File: src/rtl/arb_pkg.sv
// arb_pkg: shared constants and helpers for the two-requester shared-register arbiter.
//   State encodings, default hold limit, hold-counter width helper and the
//   round-robin pick used whenever the arbiter is free to choose.
package arb_pkg;

  localparam logic [1:0] ARB_IDLE = 2'b00;
  localparam logic [1:0] ARB_OWN0 = 2'b01;
  localparam logic [1:0] ARB_OWN1 = 2'b10;

  localparam int unsigned MAX_HOLD_DFLT = 4;

  // Counter width for a hold limit; at least one bit even for the smallest limit.
  function automatic int unsigned hold_w_f(input int unsigned max_hold);
    return (max_hold > 2) ? $clog2(max_hold) : 1;
  endfunction

  localparam int unsigned HOLD_W = hold_w_f(MAX_HOLD_DFLT);

  // Round-robin choice: on contention the requester that did not go last wins.
  function automatic logic [1:0] arb_pick(input logic r0, input logic r1, input logic last);
    logic [1:0] s;
    s = ARB_IDLE;
    if (r0 && r1)  s = last ? ARB_OWN0 : ARB_OWN1;
    else if (r0)   s = ARB_OWN0;
    else if (r1)   s = ARB_OWN1;
    return s;
  endfunction

endpackage

File: src/rtl/arb2_shared_reg_if.sv
// arb2_shared_reg_if: request/grant/capture bundle between the two producers and the arbiter.
//   master: drives req0/1, lock0/1, data0/1; observes gnt0/1, sel, q, q_valid, q_src.
//   slave : the arbiter side (opposite directions).
interface arb2_shared_reg_if #(
  parameter int unsigned WIDTH = 8
);
  logic             req0;
  logic             req1;
  logic             lock0;
  logic             lock1;
  logic [WIDTH-1:0] data0;
  logic [WIDTH-1:0] data1;
  logic             gnt0;
  logic             gnt1;
  logic             sel;
  logic [WIDTH-1:0] q;
  logic             q_valid;
  logic             q_src;

  modport master (
    output req0, req1, lock0, lock1, data0, data1,
    input  gnt0, gnt1, sel, q, q_valid, q_src
  );

  modport slave (
    input  req0, req1, lock0, lock1, data0, data1,
    output gnt0, gnt1, sel, q, q_valid, q_src
  );
endinterface

File: src/rtl/arb2_shared_reg_cells.sv
// Leaf cells of the capture datapath.
//   mux2 : 1-bit 2:1 mux, a when s=0, b when s=1 (y_c combinational).
//   dff_r: W-bit flop, asynchronous active-low reset to zero.
module mux2 (
  input  logic a,
  input  logic b,
  input  logic s,
  output logic y_c
);
  assign y_c = s ? b : a;
endmodule

module dff_r #(
  parameter int unsigned W = 1
) (
  input  logic         clock,
  input  logic         reset_l,
  input  logic [W-1:0] d,
  output logic [W-1:0] q
);
  always_ff @(posedge clock or negedge reset_l) begin
    if (!reset_l) q <= '0;
    else          q <= d;
  end
endmodule

File: src/rtl/arb_hold_cnt.sv
// arb_hold_cnt: counts consecutive cycles in one ownership state, saturating at MAX_HOLD-1.
//   clock, reset_l : clock / async active-low reset
//   clr            : state is changing this cycle, restart from zero
//   en             : currently in an ownership state
//   term_c         : count has reached MAX_HOLD-1
module arb_hold_cnt
  import arb_pkg::*;
#(
  parameter int unsigned MAX_HOLD = MAX_HOLD_DFLT
) (
  input  logic clock,
  input  logic reset_l,
  input  logic clr,
  input  logic en,
  output logic term_c
);
  localparam int unsigned CNT_W = hold_w_f(MAX_HOLD);
  localparam int unsigned SAT   = MAX_HOLD - 1;

  logic [CNT_W-1:0] cnt_q;
  logic [CNT_W-1:0] cnt_d;

  // Saturating increment with priority clear.
  always_comb begin
    cnt_d = cnt_q;
    if (clr)                             cnt_d = '0;
    else if (en && cnt_q != CNT_W'(SAT)) cnt_d = cnt_q + CNT_W'(1);
  end

  always_ff @(posedge clock or negedge reset_l) begin
    if (!reset_l) cnt_q <= '0;
    else          cnt_q <= cnt_d;
  end

  assign term_c = (cnt_q == CNT_W'(SAT));
endmodule

File: src/rtl/arb2_shared_reg.sv
// arb2_shared_reg: two-requester round-robin arbiter with lock, driving the select of a
// shared WIDTH-bit capture register and presenting captured data with a one-cycle valid.
//   clock, reset_l : clock / async active-low reset
//   bus (slave)    : req/lock/data from the producers; gnt/sel/q/q_valid/q_src back
// Optional feature: define ARB_TIMEOUT_EN to force a locked owner to release after
// MAX_HOLD consecutive cycles while the other requester waits.
module arb2_shared_reg
  import arb_pkg::*;
#(
  parameter int unsigned WIDTH    = 8,
  parameter int unsigned MAX_HOLD = MAX_HOLD_DFLT
) (
  input  logic                 clock,
  input  logic                 reset_l,
  arb2_shared_reg_if.slave     bus
);

  logic [1:0]       state_q, state_d;
  logic             last_q, last_d;
  logic             gnt0_q, gnt0_d;
  logic             gnt1_q, gnt1_d;
  logic             hold_term_c;
  logic             force_sw_c;
  logic             xfer_c;
  logic [WIDTH-1:0] mux_y_c;
  logic [WIDTH-1:0] q_r, q_d;
  logic             q_valid_r, q_valid_d;
  logic             q_src_r, q_src_d;

  // Keeps configuration constants referenced in every build.
  logic unused_cfg;
  assign unused_cfg = ^{32'(MAX_HOLD), 32'(HOLD_W)};

`ifdef ARB_TIMEOUT_EN
  arb_hold_cnt #(.MAX_HOLD(MAX_HOLD)) u_hold_cnt (
    .clock   (clock),
    .reset_l (reset_l),
    .clr     (state_d != state_q),
    .en      (state_q != ARB_IDLE),
    .term_c  (hold_term_c)
  );
`else
  assign hold_term_c = 1'b0;
`endif

  // Timeout release only when the other side is actually waiting.
  assign force_sw_c = hold_term_c &&
                      (((state_q == ARB_OWN0) && bus.req1) ||
                       ((state_q == ARB_OWN1) && bus.req0));

  // Next state; leaving an ownership state arbitrates as if that owner went last.
  always_comb begin
    state_d = state_q;
    case (state_q)
      ARB_OWN0: begin
        if (force_sw_c)                state_d = ARB_OWN1;
        else if (bus.req0 && bus.lock0) state_d = ARB_OWN0;
        else                           state_d = arb_pick(bus.req0, bus.req1, 1'b0);
      end
      ARB_OWN1: begin
        if (force_sw_c)                state_d = ARB_OWN0;
        else if (bus.req1 && bus.lock1) state_d = ARB_OWN1;
        else                           state_d = arb_pick(bus.req0, bus.req1, 1'b1);
      end
      default: state_d = arb_pick(bus.req0, bus.req1, last_q);
    endcase
    gnt0_d = (state_d == ARB_OWN0);
    gnt1_d = (state_d == ARB_OWN1);
  end

  // A transfer is a granted cycle whose owner is still requesting.
  assign xfer_c = (gnt0_q && bus.req0) || (gnt1_q && bus.req1);

  always_comb begin
    last_d    = xfer_c ? gnt1_q : last_q;
    q_d       = xfer_c ? mux_y_c : q_r;
    q_src_d   = xfer_c ? gnt1_q : q_src_r;
    q_valid_d = xfer_c;
  end

  always_ff @(posedge clock or negedge reset_l) begin
    if (!reset_l) begin
      state_q <= ARB_IDLE;
      last_q  <= 1'b1;
      gnt0_q  <= 1'b0;
      gnt1_q  <= 1'b0;
    end else begin
      state_q <= state_d;
      last_q  <= last_d;
      gnt0_q  <= gnt0_d;
      gnt1_q  <= gnt1_d;
    end
  end

  // Per-bit write-port select of the shared register.
  for (genvar i = 0; i < WIDTH; i++) begin : g_mux
    mux2 u_mux2 (
      .a   (bus.data0[i]),
      .b   (bus.data1[i]),
      .s   (gnt1_q),
      .y_c (mux_y_c[i])
    );
  end

  dff_r #(.W(WIDTH)) u_q_reg (
    .clock (clock), .reset_l (reset_l), .d (q_d), .q (q_r)
  );
  dff_r #(.W(1)) u_q_valid_reg (
    .clock (clock), .reset_l (reset_l), .d (q_valid_d), .q (q_valid_r)
  );
  dff_r #(.W(1)) u_q_src_reg (
    .clock (clock), .reset_l (reset_l), .d (q_src_d), .q (q_src_r)
  );

  assign bus.gnt0    = gnt0_q;
  assign bus.gnt1    = gnt1_q;
  assign bus.sel     = gnt1_q;
  assign bus.q       = q_r;
  assign bus.q_valid = q_valid_r;
  assign bus.q_src   = q_src_r;

endmodule
File: src/flat_wrapper.sv
// flat-port wrapper written by rule: the top's interface ports become plain ports
module arb2_shared_reg_flat import arb_pkg::*;
#(
  parameter int unsigned WIDTH    = 8,
  parameter int unsigned MAX_HOLD = MAX_HOLD_DFLT
)
  (clock, reset_l, bus_req0, bus_req1, bus_lock0, bus_lock1, bus_data0, bus_data1, bus_gnt0, bus_gnt1, bus_sel, bus_q, bus_q_valid, bus_q_src);
  arb2_shared_reg_if #(.WIDTH(WIDTH)) bus_i ();
  input  logic clock;
  input  logic reset_l;
  input wire logic [$bits(bus_i.req0)-1:0] bus_req0;
  input wire logic [$bits(bus_i.req1)-1:0] bus_req1;
  input wire logic [$bits(bus_i.lock0)-1:0] bus_lock0;
  input wire logic [$bits(bus_i.lock1)-1:0] bus_lock1;
  input wire logic [$bits(bus_i.data0)-1:0] bus_data0;
  input wire logic [$bits(bus_i.data1)-1:0] bus_data1;
  output wire logic [$bits(bus_i.gnt0)-1:0] bus_gnt0;
  output wire logic [$bits(bus_i.gnt1)-1:0] bus_gnt1;
  output wire logic [$bits(bus_i.sel)-1:0] bus_sel;
  output wire logic [$bits(bus_i.q)-1:0] bus_q;
  output wire logic [$bits(bus_i.q_valid)-1:0] bus_q_valid;
  output wire logic [$bits(bus_i.q_src)-1:0] bus_q_src;
  assign bus_i.req0 = bus_req0;
  assign bus_i.req1 = bus_req1;
  assign bus_i.lock0 = bus_lock0;
  assign bus_i.lock1 = bus_lock1;
  assign bus_i.data0 = bus_data0;
  assign bus_i.data1 = bus_data1;
  assign bus_gnt0 = bus_i.gnt0;
  assign bus_gnt1 = bus_i.gnt1;
  assign bus_sel = bus_i.sel;
  assign bus_q = bus_i.q;
  assign bus_q_valid = bus_i.q_valid;
  assign bus_q_src = bus_i.q_src;
  arb2_shared_reg #(.WIDTH(WIDTH), .MAX_HOLD(MAX_HOLD)) u_core (.clock(clock), .reset_l(reset_l), .bus(bus_i));
endmodule
File: config.mk
export PLATFORM = sky130hd
export DESIGN_NAME = arb2_shared_reg_flat
export DESIGN_NICKNAME = d
export VERILOG_FILES = /design/src/rtl/arb_pkg.sv /design/src/rtl/arb2_shared_reg_if.sv /design/src/rtl/arb2_shared_reg_cells.sv /design/src/rtl/arb_hold_cnt.sv /design/src/rtl/arb2_shared_reg.sv /design/src/flat_wrapper.sv
export SDC_FILE = /design/constraint.sdc
export NUM_CORES = 1
export LEC_CHECK = 0
export ABC_AREA = 1
export BUFFER_PORTS_ARGS = -buffer_cell sky130_fd_sc_hd__buf_4
export CORE_ASPECT_RATIO = 1.2
export CORE_UTILIZATION = 46
export DETAILED_ROUTE_END_ITERATION = 8
export PLACE_DENSITY = 0.77
export SLEW_MARGIN = 20
export SYNTH_ARGS = -nofsm -noshare
export SYNTH_HDL_FRONTEND = slang
export SYNTH_HIERARCHICAL = 1
export SYNTH_SLANG_ARGS = --single-unit
File: constraint.sdc
create_clock -name clock -period 1.62 [get_ports clock]
set_clock_uncertainty 0.05 [all_clocks]
set_input_delay 0.162 -clock clock [delete_from_list [all_inputs] [get_ports clock]]
set_output_delay 0.162 -clock clock [all_outputs]
set_load 0.03 [all_outputs]
# After elaboration in Yosys (flattened, before gate mapping)
# Index checks and enable logic that the tools add are counted.
[word_totals] input_bits=22 register_bits=15 output_inout_bits=13 elab_cells=34
[op_classes] n_eq_ne=4 n_reduce_logical=6 muxes=17
[op_table] op="$mux W2" n=8
[op_table] op="$mux W1" n=8
[op_table] op="$logic_and A1 B1 Y1" n=5
[op_table] op="$eq A2 B1 Y1 const B" n=2
[op_table] op="$eq A2 B2 Y1 const B" n=2
[op_table] op="$pmux W2 S2" n=1
[op_table] op="$logic_or A1 B1 Y1" n=1

# Logic depth before layout (Yosys ltp)
# Gate-level depths: netlist of the first run.
[logic_depth] depth_word=6 ltp_mapped=8 depth_no_buf=8

# Hierarchy
# The synthesis of the first run kept the hierarchy.
[by_module_without_submodules] module="arb2_shared_reg" cells_each=71 area_each_um2=457.9 n_inst=1
[by_module_without_submodules] module="dff_r (u_core.u_q_reg)" cells_each=8 area_each_um2=200.2 n_inst=1
[by_module_without_submodules] module="mux2" cells_each=4 area_each_um2=15.0 n_inst=8
[by_module_without_submodules] module="dff_r (u_core.u_q_src_reg ...)" cells_each=1 area_each_um2=25.0 n_inst=2

# Worst setup path after synthesis of the first run
# Ideal clock, no wire load.
[synth_path] kind="register to register" startpoint="reg u_core.gnt1_q, in the netlist u_core/bus.gnt1" endpoint="reg u_core.u_q_reg.q[0]" synth_period_minus_slack_ps=1377 setup_slack_ps=243 path_buffers=1 stages_incl_launch_ff=6 t_arrival_ps=1261 required_time_ps=1504 cell_sequence="dfrtp_1 -> nand2_4 -> nand2_2 -> buf_6 -> nand2_1 -> nand2_1"
[synth_via] elab_chain_cells=2 word_cells_on_any_way=3
[synth_rtl] element="start: declaration" line="arb2_shared_reg.sv:21" text="logic gnt1_q, gnt1_d;"
[synth_rtl] element="start signal: assignment" line="arb2_shared_reg.sv:91" text="gnt1_q <= gnt1_d;"
[synth_rtl] element="$logic_and A1 B1 Y1" line="arb2_shared_reg.sv:72" text="assign xfer_c = (gnt0_q && bus.req0) || (gnt1_q && bus.req1);"
[synth_rtl] element="$logic_or A1 B1 Y1" line="arb2_shared_reg.sv:72"
[synth_rtl] element="net u_core.q_valid_d" line="arb2_shared_reg.sv:27" text="logic q_valid_r, q_valid_d;"
[synth_rtl] element="end signal: assignment" line="arb2_shared_reg_cells.sv:22" text="if (!reset_l) q <= '0;"
[synth_rtl] element="end signal: assignment" line="arb2_shared_reg_cells.sv:23" text="else q <= d;"
[synth_rtl] element="end: declaration" line="arb2_shared_reg_cells.sv:19" text="output logic [W-1:0] q"
# The timed path passes the listed nets, and every way through them passes these cells.
# A chain may end at the register's enable or synchronous reset.

# Worst setup path after layout of the first run
[layout_path] startpoint="reg u_core.gnt1_q, in the netlist u_core/bus.gnt1" endpoint="out bus_gnt1"
[layout_rtl] element="end: declaration" line="flat_wrapper.sv:18" text="output wire logic [$bits(bus_i.gnt1)-1:0] bus_gnt1;"
# No word-level cell between the ends.

==> results by group, run 1 <==
Critical path
  – Startpoint Class: register
  – Critical path arrival: 1.21 ns
  – Worst Setup Path Type: reg2out
  – Setup slack on the worst flop-to-flop path: 0.35 ns
  – Crit-path max FO: 14
  – CP Capture Type: primary output
  – Req. time, crit path: 1.41 ns

Route
  – Number of vias per cell: 4.54
  – Overall routed net length: 1590 µm
  – Via count: 762
  – Routed WL per cell: 9.44 µm
  – DR pass1 iterations: 4
  – Antenna viol nets, final: 0
  – Iter 0 DRT Violations: 12
  – DRC: 0

Power and ir drop
  – Leak: 0.696 nW
  – PwrDens: 1820 nW/µm²
  – VDD IR max: 0.000898 V

Outcome
  – Status: finished clean

Clock network
  – Clk buf depth: 2
  – CTS tree: yes
  – Num CTS Buffers: 3
  – CTS HTree Levels: 1
  – Clock sink count: 15
  – Clk slew on worst S/H paths: 0.09 ns
  – Skew-Pair Late Insertion Delay: 0.27 ns
  – Clock root cell: clkbuf_4
  – Post-CTS setup buffer count: 0

Die
  – # IOs: 35
  – Die Wd: 40.7 µm
  – Die Y: 48.5 µm
  – Core Region: 1660 µm²
  – Standard-cell rows: 16
  – Initial Utilization: 49.8%
  – Die footprint: 1980 µm²

STA
  – Hold Fails Final Rpt: 0
  – TNS Setup: 0 ns
  – Max Freq: 705 MHz
  – Final period demand of the worst path: 1.42 ns
  – Unrepaired setup endpoints after global routing: false
  – Final slew viol count: 0
  – Worst slew pin tran: 0.277 ns
  – Tcrit/Tclk final: 87.5%
  – Worst slew margin: 81.5%
  – Final setup violation count: 0

Logic synthesis
  – YS warnings: 6
  – Mean Syn Cell Area: 7.33 µm²
  – #FFs+latches synth: 15
  – Syn Std Cell Area: 828 µm²
  – Yosys cell types: 14
  – Post-synth net total: 137
  – Post-synthesis sequential area ratio: 45.5%
  – Synthesized instance count: 113

Finish
  – Area Overhead vs Synth: 35.3%
  – Final Non-Filler Cells: 168
  – Fraction of layout cells with a size suffix above 1: 32.0%
  – Fin nets: 175
  – N_diodes: 0

Worst hold path
  – Hold Path Class: in2reg

GRT
  – First-pass GRT wire length: 2570 µm
  – GRT Util Overall: 18.2%
  – Initial antenna violation count: 0
  – Maximum number of pins on one net before global-route repair: 16
  – GRT overflow: 0
  – Vias in the first global route: 651

Placement
  – Hpwl dp: 1200 µm
  – Cells after DPL: 163
  – Buffers on Ports: 34
  – RD Place Congestion: 0.742

Run
  – Max_cap viols: 0
==> stage by stage <==
step | hold WS, ns | cell area, µm² | setup slack (ns) | utilization [%] | power, mW
finish | 0.115 | 1120 | 0.202 | 67.5 | 2.05
CTS | 0.109 | 1120 | 0.199 | 67.5 | 2.06
global route | 0.125 | 1120 | 0.119 | 67.5 | 2.23
floorplan | -0.184 | 828 | 0.243 | - | 1.49
detailed placement | -0.0301 | 1080 | 0.385 | 65.2 | 1.85
global placement | -0.0298 | 1080 | 0.428 | 65.2 | 1.82
==> metal layers <==
layer | global-route usage (%) | part of all wire, %
met1 | 23.8 | 47
met5 | 0 | 0
met2 | 29.6 | 48
met3 | 1.83 | 4.4
met4 | 6.67 | 0
==> critical path, stage by stage (launching register included) <==
cell and delay (ns):
dfrtp_1 0.51, buf_4 0.24, buf_4 0.18
==> layout by cell type (no fill, tap or decap) <==
| cell type | count |
|---|---|
| a21oi_1 | 2 |
| buf_4 | 35 |
| clkbuf_4 | 3 |
| clkinv_2 | 1 |
| dfrtp_1 | 14 |
| dfstp_2 | 1 |
| dlygate4sd3_1 | 1 |
| ha_1 | 2 |
| inv_1 | 17 |
| inv_2 | 1 |
| nand2_1 | 54 |
| nand2_2 | 3 |
| nand2_4 | 2 |
| nand3_1 | 12 |
| nor2_2 | 1 |
| o21ai_2 | 1 |
==> timing repair <==
action / 4_1_cts / 5_1_grt
hold buffers: 1 / 0
endpoints found under the hold margin: 15 / 0
gates resized for setup: 0 / 0
==> logic make-up after synthesis <==
kind of cell	Yosys count	share of synthesized area, %
adder cells (fa/ha/maj)	2	3.02
flip-flops	15	45.5
AND/OR/NAND/NOR	72	37.5
AO/OA/AOI/OAI	3	2.27
buffers and inverters	21	11.8
==> flip-flops by register name, indices dropped and copies added, names as in the netlist <==
signal and flops:
u_core/bus.gnt0 1, u_core/bus.gnt1 1, u_core/last_q 1, u_core/state_q 2, u_core/u_q_reg/q 8, u_core/u_q_src_reg/q 1, u_core/u_q_valid_reg/q 1
==> power breakdown <==
group,internal (mW),total (mW),switching (mW)
sequential,0.548,0.655,0.107
combinational,0.447,1.19,0.741
clock,0.0913,0.203,0.112
total,1.09,2.05,0.960
==> layout make-up <==
cell class,instances,area (µm²)
clock buffers,3,22.5
clock inverters,1,5.00
inverters,18,67.6
repair buffers,36,273
fillers,161,541
well taps,18,22.5
flip-flops and latches,15,377
multi-input cells,77,354
==> synthesized netlist by cell type <==
master / instances / share of area, %
nand2_1: 54 / 24
inv_1: 17 / 7.7
dfrtp_1: 14 / 42
nand3_1: 12 / 7.3
nand2_2: 3 / 2.3
a21oi_1: 2 / 1.2
buf_6: 2 / 2.7
ha_1: 2 / 3.0
nand2_4: 2 / 2.7
buf_4: 1 / 0.91
dfstp_2: 1 / 3.2
inv_2: 1 / 0.45
nor2_2: 1 / 0.76
o21ai_2: 1 / 1.1
==> final timing paths <==
| check | from | to | depth (start not counted) |
|---|---|---|---|
| setup / recovery | u_core/bus.gnt1 | bus_gnt1 | 2 |
| hold / removal | bus_data0[4] | u_core/u_q_reg/q[4] | 5 |
| setup reg to reg | u_core/state_q[0] | u_core/bus.gnt1 | 8 |
| hold reg to reg | u_core/u_q_src_reg/q | u_core/u_q_src_reg/q | 2 |
| max in group asynchronous | reset_l | u_core/last_q | 2 |
| min in group asynchronous | reset_l | u_core/u_q_reg/q[3] | 2 |
Power figures use the tool's default switching activity.
==> inputs of run 2 (changes only) <==
Settings changed: CORE_ASPECT_RATIO 1.2 to 0.75.
==> results by group, run 2 (synthesis results as in run 1) <==
Route
  – Top routing layer in use: met4
  – DRC: 0 (unchanged)
  – Via count: 820 (+7.6%)
  – Antenna viol nets, final: 0 (unchanged)
  – DR pass1 iterations: 4 (unchanged)
  – Overall routed net length: 1760 µm (+11%)
  – Iter 0 DRT Violations: 20 (+8)
  – Met2 routed WL: 871 µm (+14%)
  – Routed WL per cell: 10.3 µm (+9.1%)
  – DRT met1 WL: 740 µm (-1.2%)
  – Number of vias per cell: 4.80 (+5.7%)
  – Met3 wire len: 134 µm (+91%)

STA
  – Tcrit/Tclk final: 88.7% (+1.2 points)
  – PnR worst setup slack: 0.183 ns (-0.0191 ns)
  – Hold Fails Final Rpt: 0 (unchanged)
  – Unrepaired setup endpoints after global routing: false
  – TNS Setup: 0 ns (unchanged)
  – Worst slew pin tran: 0.273 ns (-0.00368 ns)
  – Final period demand of the worst path: 1.44 ns (+0.0191 ns)
  – Max Freq: 696 MHz (-1.3%)
  – Worst hold margin: 0.104 ns (-0.0117 ns)
  – Final setup violation count: 0 (unchanged)
  – Final slew viol count: 0 (unchanged)
  – Worst slew margin: 81.8% (+0.25 points)

Clock network
  – Post-CTS setup buffer count: 0 (unchanged)
  – Clock sink count: 15 (unchanged)
  – CTS tree: yes
  – Clock root cell: clkbuf_4
  – Num CTS Buffers: 3 (unchanged)
  – Skew-Pair Late Insertion Delay: 0.29 ns (+0.02 ns)
  – CTS HTree Levels: 1 (unchanged)
  – Clk buf depth: 2 (unchanged)
  – Clk slew on worst S/H paths: 0.09 ns (about the same)

Finish
  – Max FFs per register: 8 (unchanged)
  – N_diodes: 0 (unchanged)
  – Top flop regs: u_core/u_q_reg/q (8), u_core/state_q (2)
  – Fin nets: 175 (unchanged)
  – Fraction of layout cells with a size suffix above 1: 32.0% (unchanged)
  – Most frequent cells in the layout: nand2_1, buf_4, inv_1
  – Commonest non-fill, non-tap cell in the layout: nand2_1
  – Area Overhead vs Synth: 35.8%
  – Most flops, register: u_core/u_q_reg/q

Die
  – Standard-cell rows: 12 (-4)
  – Die footprint: 1980 µm² (about the same)
  – Die Wd: 51 µm (+25%)
  – Core Region: 1580 µm² (-5.1%)
  – Initial Utilization: 52.5% (+2.7 points)
  – Die Y: 38.8 µm (-20%)
  – # IOs: 35 (unchanged)

Critical path
  – Startpoint Class: register
  – CP peak stage delay: 0.51 ns (about the same)
  – Crit-path most repeated cell: buf_4
  – Critical path arrival: 1.22 ns (about the same)
  – Crit-path max FO: 14 (unchanged)
  – Worst Setup Path Type: reg2out
  – Req. time, crit path: 1.41 ns (about the same)
  – CP Capture Type: primary output
  – CP Cell Sequence: buf_4, buf_4
  – Crit-path slowest cell: dfrtp_1

Run
  – Max_cap viols: 0 (unchanged)

GRT
  – Maximum number of pins on one net before global-route repair: 16 (unchanged)
  – Vias in the first global route: 806 (+24%)
  – First-pass GRT wire length: 3230 µm (+25%)
  – GRT Util Overall: 23.0% (+4.8 points)
  – Initial antenna violation count: 0 (unchanged)
  – GRT overflow: 0 (unchanged)

Placement
  – Buffers on Ports: 34 (unchanged)
  – DP Worst Slack: 0.375 ns (-0.0105 ns)
  – Hpwl dp: 1360 µm (+13%)
  – RD Place Congestion: 0.722 (-2.7%)

Outcome
  – Status: finished clean

Power and ir drop
  – Leak: 0.696 nW (unchanged)
  – VDD IR max: 0.00116 V (+30%)
  – PwrDens: 1840 nW/µm² (+1.0%)
  – Total power: 2.07 mW (+1.4%)

Worst hold path
  – Hold Path Class: in2reg
run 2: worst paths after layout:
check	start	endpoint	slack, ns	cells past startpoint
min reg2reg	u_core/u_q_reg/q[2]	u_core/u_q_reg/q[2]	0.47	2
min	bus_data0[2]	u_core/u_q_reg/q[2]	0.10	5
min in group asynchronous	reset_l	u_core/bus.gnt0	0.20	2
max in group asynchronous	reset_l	u_core/last_q	1.07	2
max reg2reg	u_core/state_q[0]	u_core/state_q[1]	0.36	6
max	u_core/bus.gnt1	bus_sel	0.18	2
run 2: per-layer routing:
layer  global-route usage, %  vias to the layer above
met4                    6.25                        0
met1                    25.3                      374
li1                        -                      411
met2                    43.4                       31
met5                       0                        -
met3                    7.06                        4
run 2: repair_timing:
action                    in CTS  in global routing
gates resized for setup        0                  0
hold buffers                   1                  0
hold endpoints to repair      15                  0
run 2: area by class of cell:
class,instances,area [µm²]
flip-flops and latches,15,377
multi-input cells,77,354
fillers,131,452
clock buffers,3,22.5
clock inverters,1,5.00
repair buffers,36,273
well taps,21,26.3
inverters,18,67.6
run 2: power breakdown:
part	internal, mW	switching (mW)
Sequential	0.548	0.109
Combinational	0.447	0.760
Clock	0.0918	0.118
run 2: worst max-delay path: cells and delay by family, from the launching register on:
family | cells | cell delay, ns
buffers and inverters | 2 | 0.43
DFF | 1 | 0.51
run 2: stage by stage:
stage	area [µm²]	instances	util [%]
finish	1120	171	71.3
global route	1120	171	71.3
CTS	1120	171	71.3
detailed placement	1090	166	69.0
global placement	1090	166	69.0
floorplan	828	113	-
==> inputs of run 3 (changes only) <==
Settings changed: PLACE_DENSITY 0.77 to 0.78, SYNTH_HIERARCHICAL 1 to unset.
==> results by group, run 3 <==
Power and ir drop
  – Clock power frac: 10.1% (about the same)
  – Sw Share: 46.9% (-0.73 points)
  – Net load switching power: 971 µW (-1.6%)
  – Comb pwr share: 58.5% (+0.3 points)
  – PwrDens: 1890 nW/µm² (+2.3%)
  – VDD IR max: 0.00104 V (-11%)
  – Seq pwr share: 31.5% (-0.2 points)
  – Int Pwr: 1.10 mW (+1.3%)
  – Leak: 0.593 nW (-15%)

Clock network
  – CTS HTree Levels: 1 (unchanged)
  – Clk buf depth: 2 (unchanged)
  – Num CTS Buffers: 3 (unchanged)
  – Clock sink count: 15 (unchanged)
  – Clock root cell: clkbuf_4
  – Clk slew on worst S/H paths: 0.08 ns (about the same)
  – Skew-Pair Late Insertion Delay: 0.28 ns (about the same)
  – CTS tree: yes
  – Post_cts resized: 0 (unchanged)

Logic synthesis
  – YS warnings: 0 (-6)
  – Top area cells in the synthesized netlist: dfrtp_1, nand2_1, a21oi_2, inv_1, o21ai_0
  – Most numerous cell in the Yosys netlist: nand2_1
  – Post-synth net total: 122 (-11%)
  – Leading area contributor after synthesis: dfrtp_1
  – Yosys cell types: 19 (+5)
  – Synthesized instance count: 98 (-13%)
  – Post-synthesis sequential area ratio: 46.1% (+0.63 points)
  – Syn Std Cell Area: 817 µm² (-1.4%)
  – Most frequent cells after synthesis: nand2_1, inv_1, dfrtp_1
  – #FFs+latches synth: 15 (unchanged)
  – FFs w/ async S/R, synth: 100% (unchanged)
  – Post-synth EDFFs: 0 (unchanged)
  – Mean Syn Cell Area: 8.34 µm² (+14%)
  – Main synth FF type: dfrtp_1
  – Synth top area share: 42.9% (+0.58 points)

Finish
  – Most flops, register: u_core.u_q_reg.q
  – Commonest non-fill, non-tap cell in the layout: buf_4
  – Util after Layout: 70.4% (-1.0 points)
  – Area Overhead vs Synth: 34.5%
  – Max FFs per register: 8 (unchanged)
  – Fraction of layout cells with a size suffix above 1: 41.0% (+9.0 points)
  – Most frequent cells in the layout: buf_4, nand2_1, inv_1
  – N_diodes: 0 (unchanged)
  – Top flop regs: u_core.u_q_reg.q (8), u_core.state_q (2)
  – Fin nets: 159 (-9.1%)

STA
  – Final setup violation count: 0 (unchanged)
  – Max Freq: 775 MHz (+11%)
  – Tcrit/Tclk final: 79.7% (-9.0 points)
  – Unrepaired setup endpoints after global routing: false
  – Hold Fails Final Rpt: 0 (unchanged)
  – Final period demand of the worst path: 1.29 ns (-0.146 ns)
  – Worst slew pin tran: 0.263 ns (-0.0104 ns)
  – Final slew viol count: 0 (unchanged)
  – Worst hold margin: 0.124 ns (+0.0205 ns)
  – Worst slew margin: 82.4% (+0.68 points)
  – TNS Setup: 0 ns (unchanged)

Critical path
  – Crit-path max FO: 4 (-10)
  – Buffers & Inverters on Critical Path: 2 (unchanged)
  – Top delay family on crit path: flip-flops
  – Crit-path most repeated cell: inv_1
  – Crit-path slowest cell: dfrtp_1
  – R2r startpoint: u_core.state_q[0]
  – Critical path arrival: 1.44 ns (+0.22 ns)
  – CP Capture Type: register
  – Worst Setup Path Type: reg2reg
  – CP Cell Sequence: inv_1, ha_1, nand3_1, nand2_1, inv_1, nand2_2, a21oi_1
  – Req. time, crit path: 1.77 ns (+0.36 ns)
  – Startpoint Class: register
  – CP peak stage delay: 0.37 ns (-0.14 ns)
  – Setup crit start: u_core.state_q[0]

Placement
  – Hpwl dp: 1330 µm (-2.0%)
  – Buffers on Ports: 34 (unchanged)
  – RD Place Congestion: 0.800 (+11%)

Die
  – # IOs: 35 (unchanged)
  – Initial Utilization: 52.3% (-0.22 points)
  – Die footprint: 1950 µm² (-1.3%)
  – Die Wd: 50.7 µm (-0.66%)
  – Standard-cell rows: 12 (unchanged)
  – Die Y: 38.5 µm (-0.65%)
  – Core Region: 1560 µm² (-0.95%)

Route
  – Met3 wire len: 86 µm (-36%)
  – Routed WL per cell: 10.8 µm (+5.3%)
  – Met2 routed WL: 858 µm (-1.5%)
  – Overall routed net length: 1680 µm (-4.5%)
  – Via count: 716 (-13%)
  – Antenna viol nets, final: 0 (unchanged)
  – Top routing layer in use: met4
  – DRC: 0 (unchanged)
  – Iter 0 DRT Violations: 9 (-55%)
  – Number of vias per cell: 4.62 (-3.7%)
  – DRT met1 WL: 717 µm (-3.1%)
  – DR pass1 iterations: 2 (-2)

GRT
  – GRT overflow: 0 (unchanged)
  – Maximum number of pins on one net before global-route repair: 20 (+4)
  – Initial antenna violation count: 0 (unchanged)
  – GRT Util Overall: 20.9% (-2.1 points)
  – Vias in the first global route: 648 (-20%)
  – First-pass GRT wire length: 2800 µm (-13%)

Worst hold path
  – Hold path startpoint: bus_data0[1]
  – Hold Path Class: in2reg

Run
  – Max_cap viols: 0 (unchanged)

Outcome
  – Status: finished clean
[run 3: cell count changes after synthesis]
cell     previous run  this run
nand3_1            12         4
nor2_1              0         8
buf_12              0         1
nand2_4             2         1
nand2_2             3         4
buf_6               2         1
o21ai_0             0         8
a21oi_2             0         8
nand2_1            54        22
buf_2               0         1
[run 3: layer usage]
layer	global-route usage [%]	vias up
met5	0	-
met4	6.25	0
met3	7.14	2
met2	38.3	21
met1	23.3	321
li1	-	372
[run 3: worst paths after layout]
path,slack [ns],end,cells after the start
worst max-delay path,0.33,u_core.bus.gnt0,7
worst min-delay path,0.12,u_core.u_q_reg.q[1],3
worst max register to register,0.33,u_core.bus.gnt0,7
min in group asynchronous,0.21,u_core.state_q[1],2
worst min register to register,0.48,u_core.u_q_reg.q[1],2
max in group asynchronous,1.06,u_core.last_q,2
[run 3: repair_timing]
item	CTS	global route
buffers inserted	0	0
setup endpoints to repair	0	0
hold buffers	1	0
endpoints found under the hold margin	15	0
[run 3: cell type report]
class | count | area (µm²)
fill | 145 | 463
sequential | 15 | 377
multi-input combinational | 61 | 329
timing repair buffer | 36 | 273
inverter | 18 | 67.6
clock buffer | 4 | 26.3
tap | 21 | 26.3
[run 3: power groups by stage]
stage          Clock, mW  Sequential (mW)  Combinational, mW
2_1_floorplan          0            0.899              0.661
3_3_place_gp           0            0.653               1.19
3_5_place_dp           0            0.658               1.22
4_1_cts            0.215            0.651               1.23
5_1_grt            0.233            0.670               1.33
6_report           0.208            0.652               1.21
[run 3: metrics by stage]
| stage | setup slack, ns | total power, mW | std cells | instance area [µm²] |
|---|---|---|---|---|
| after floorplan | 0.368 | 1.56 | 98 | 817 |
| after global placement | 0.419 | 1.84 | 150 | 1060 |
| after detailed placement | 0.350 | 1.88 | 150 | 1060 |
| after CTS | 0.326 | 2.09 | 155 | 1100 |
| after global routing | 0.246 | 2.23 | 155 | 1100 |
| final | 0.330 | 2.07 | 155 | 1100 |
[run 3: cells by family (layout without fill, tap and decap cells)]
group | count (synthesis) | in the layout | synth area share (%)
buf+inv | 22 | 58 | 13.6
fa+ha+maj | 2 | 2 | 3.06
flops | 15 | 15 | 46.1
compound gates | 19 | 19 | 15.8
simple gates | 40 | 40 | 21.4
[run 3: worst reg2reg max path, delay by kind of cell (launching register included)]
family | cells | cell delay [ns]
buffers and inverters | 2 | 0.11
and+or+nand+nor | 3 | 0.23
DFF | 1 | 0.37
adders and majority gates | 1 | 0.33
AOI/OAI and AO/OA | 1 | 0.12
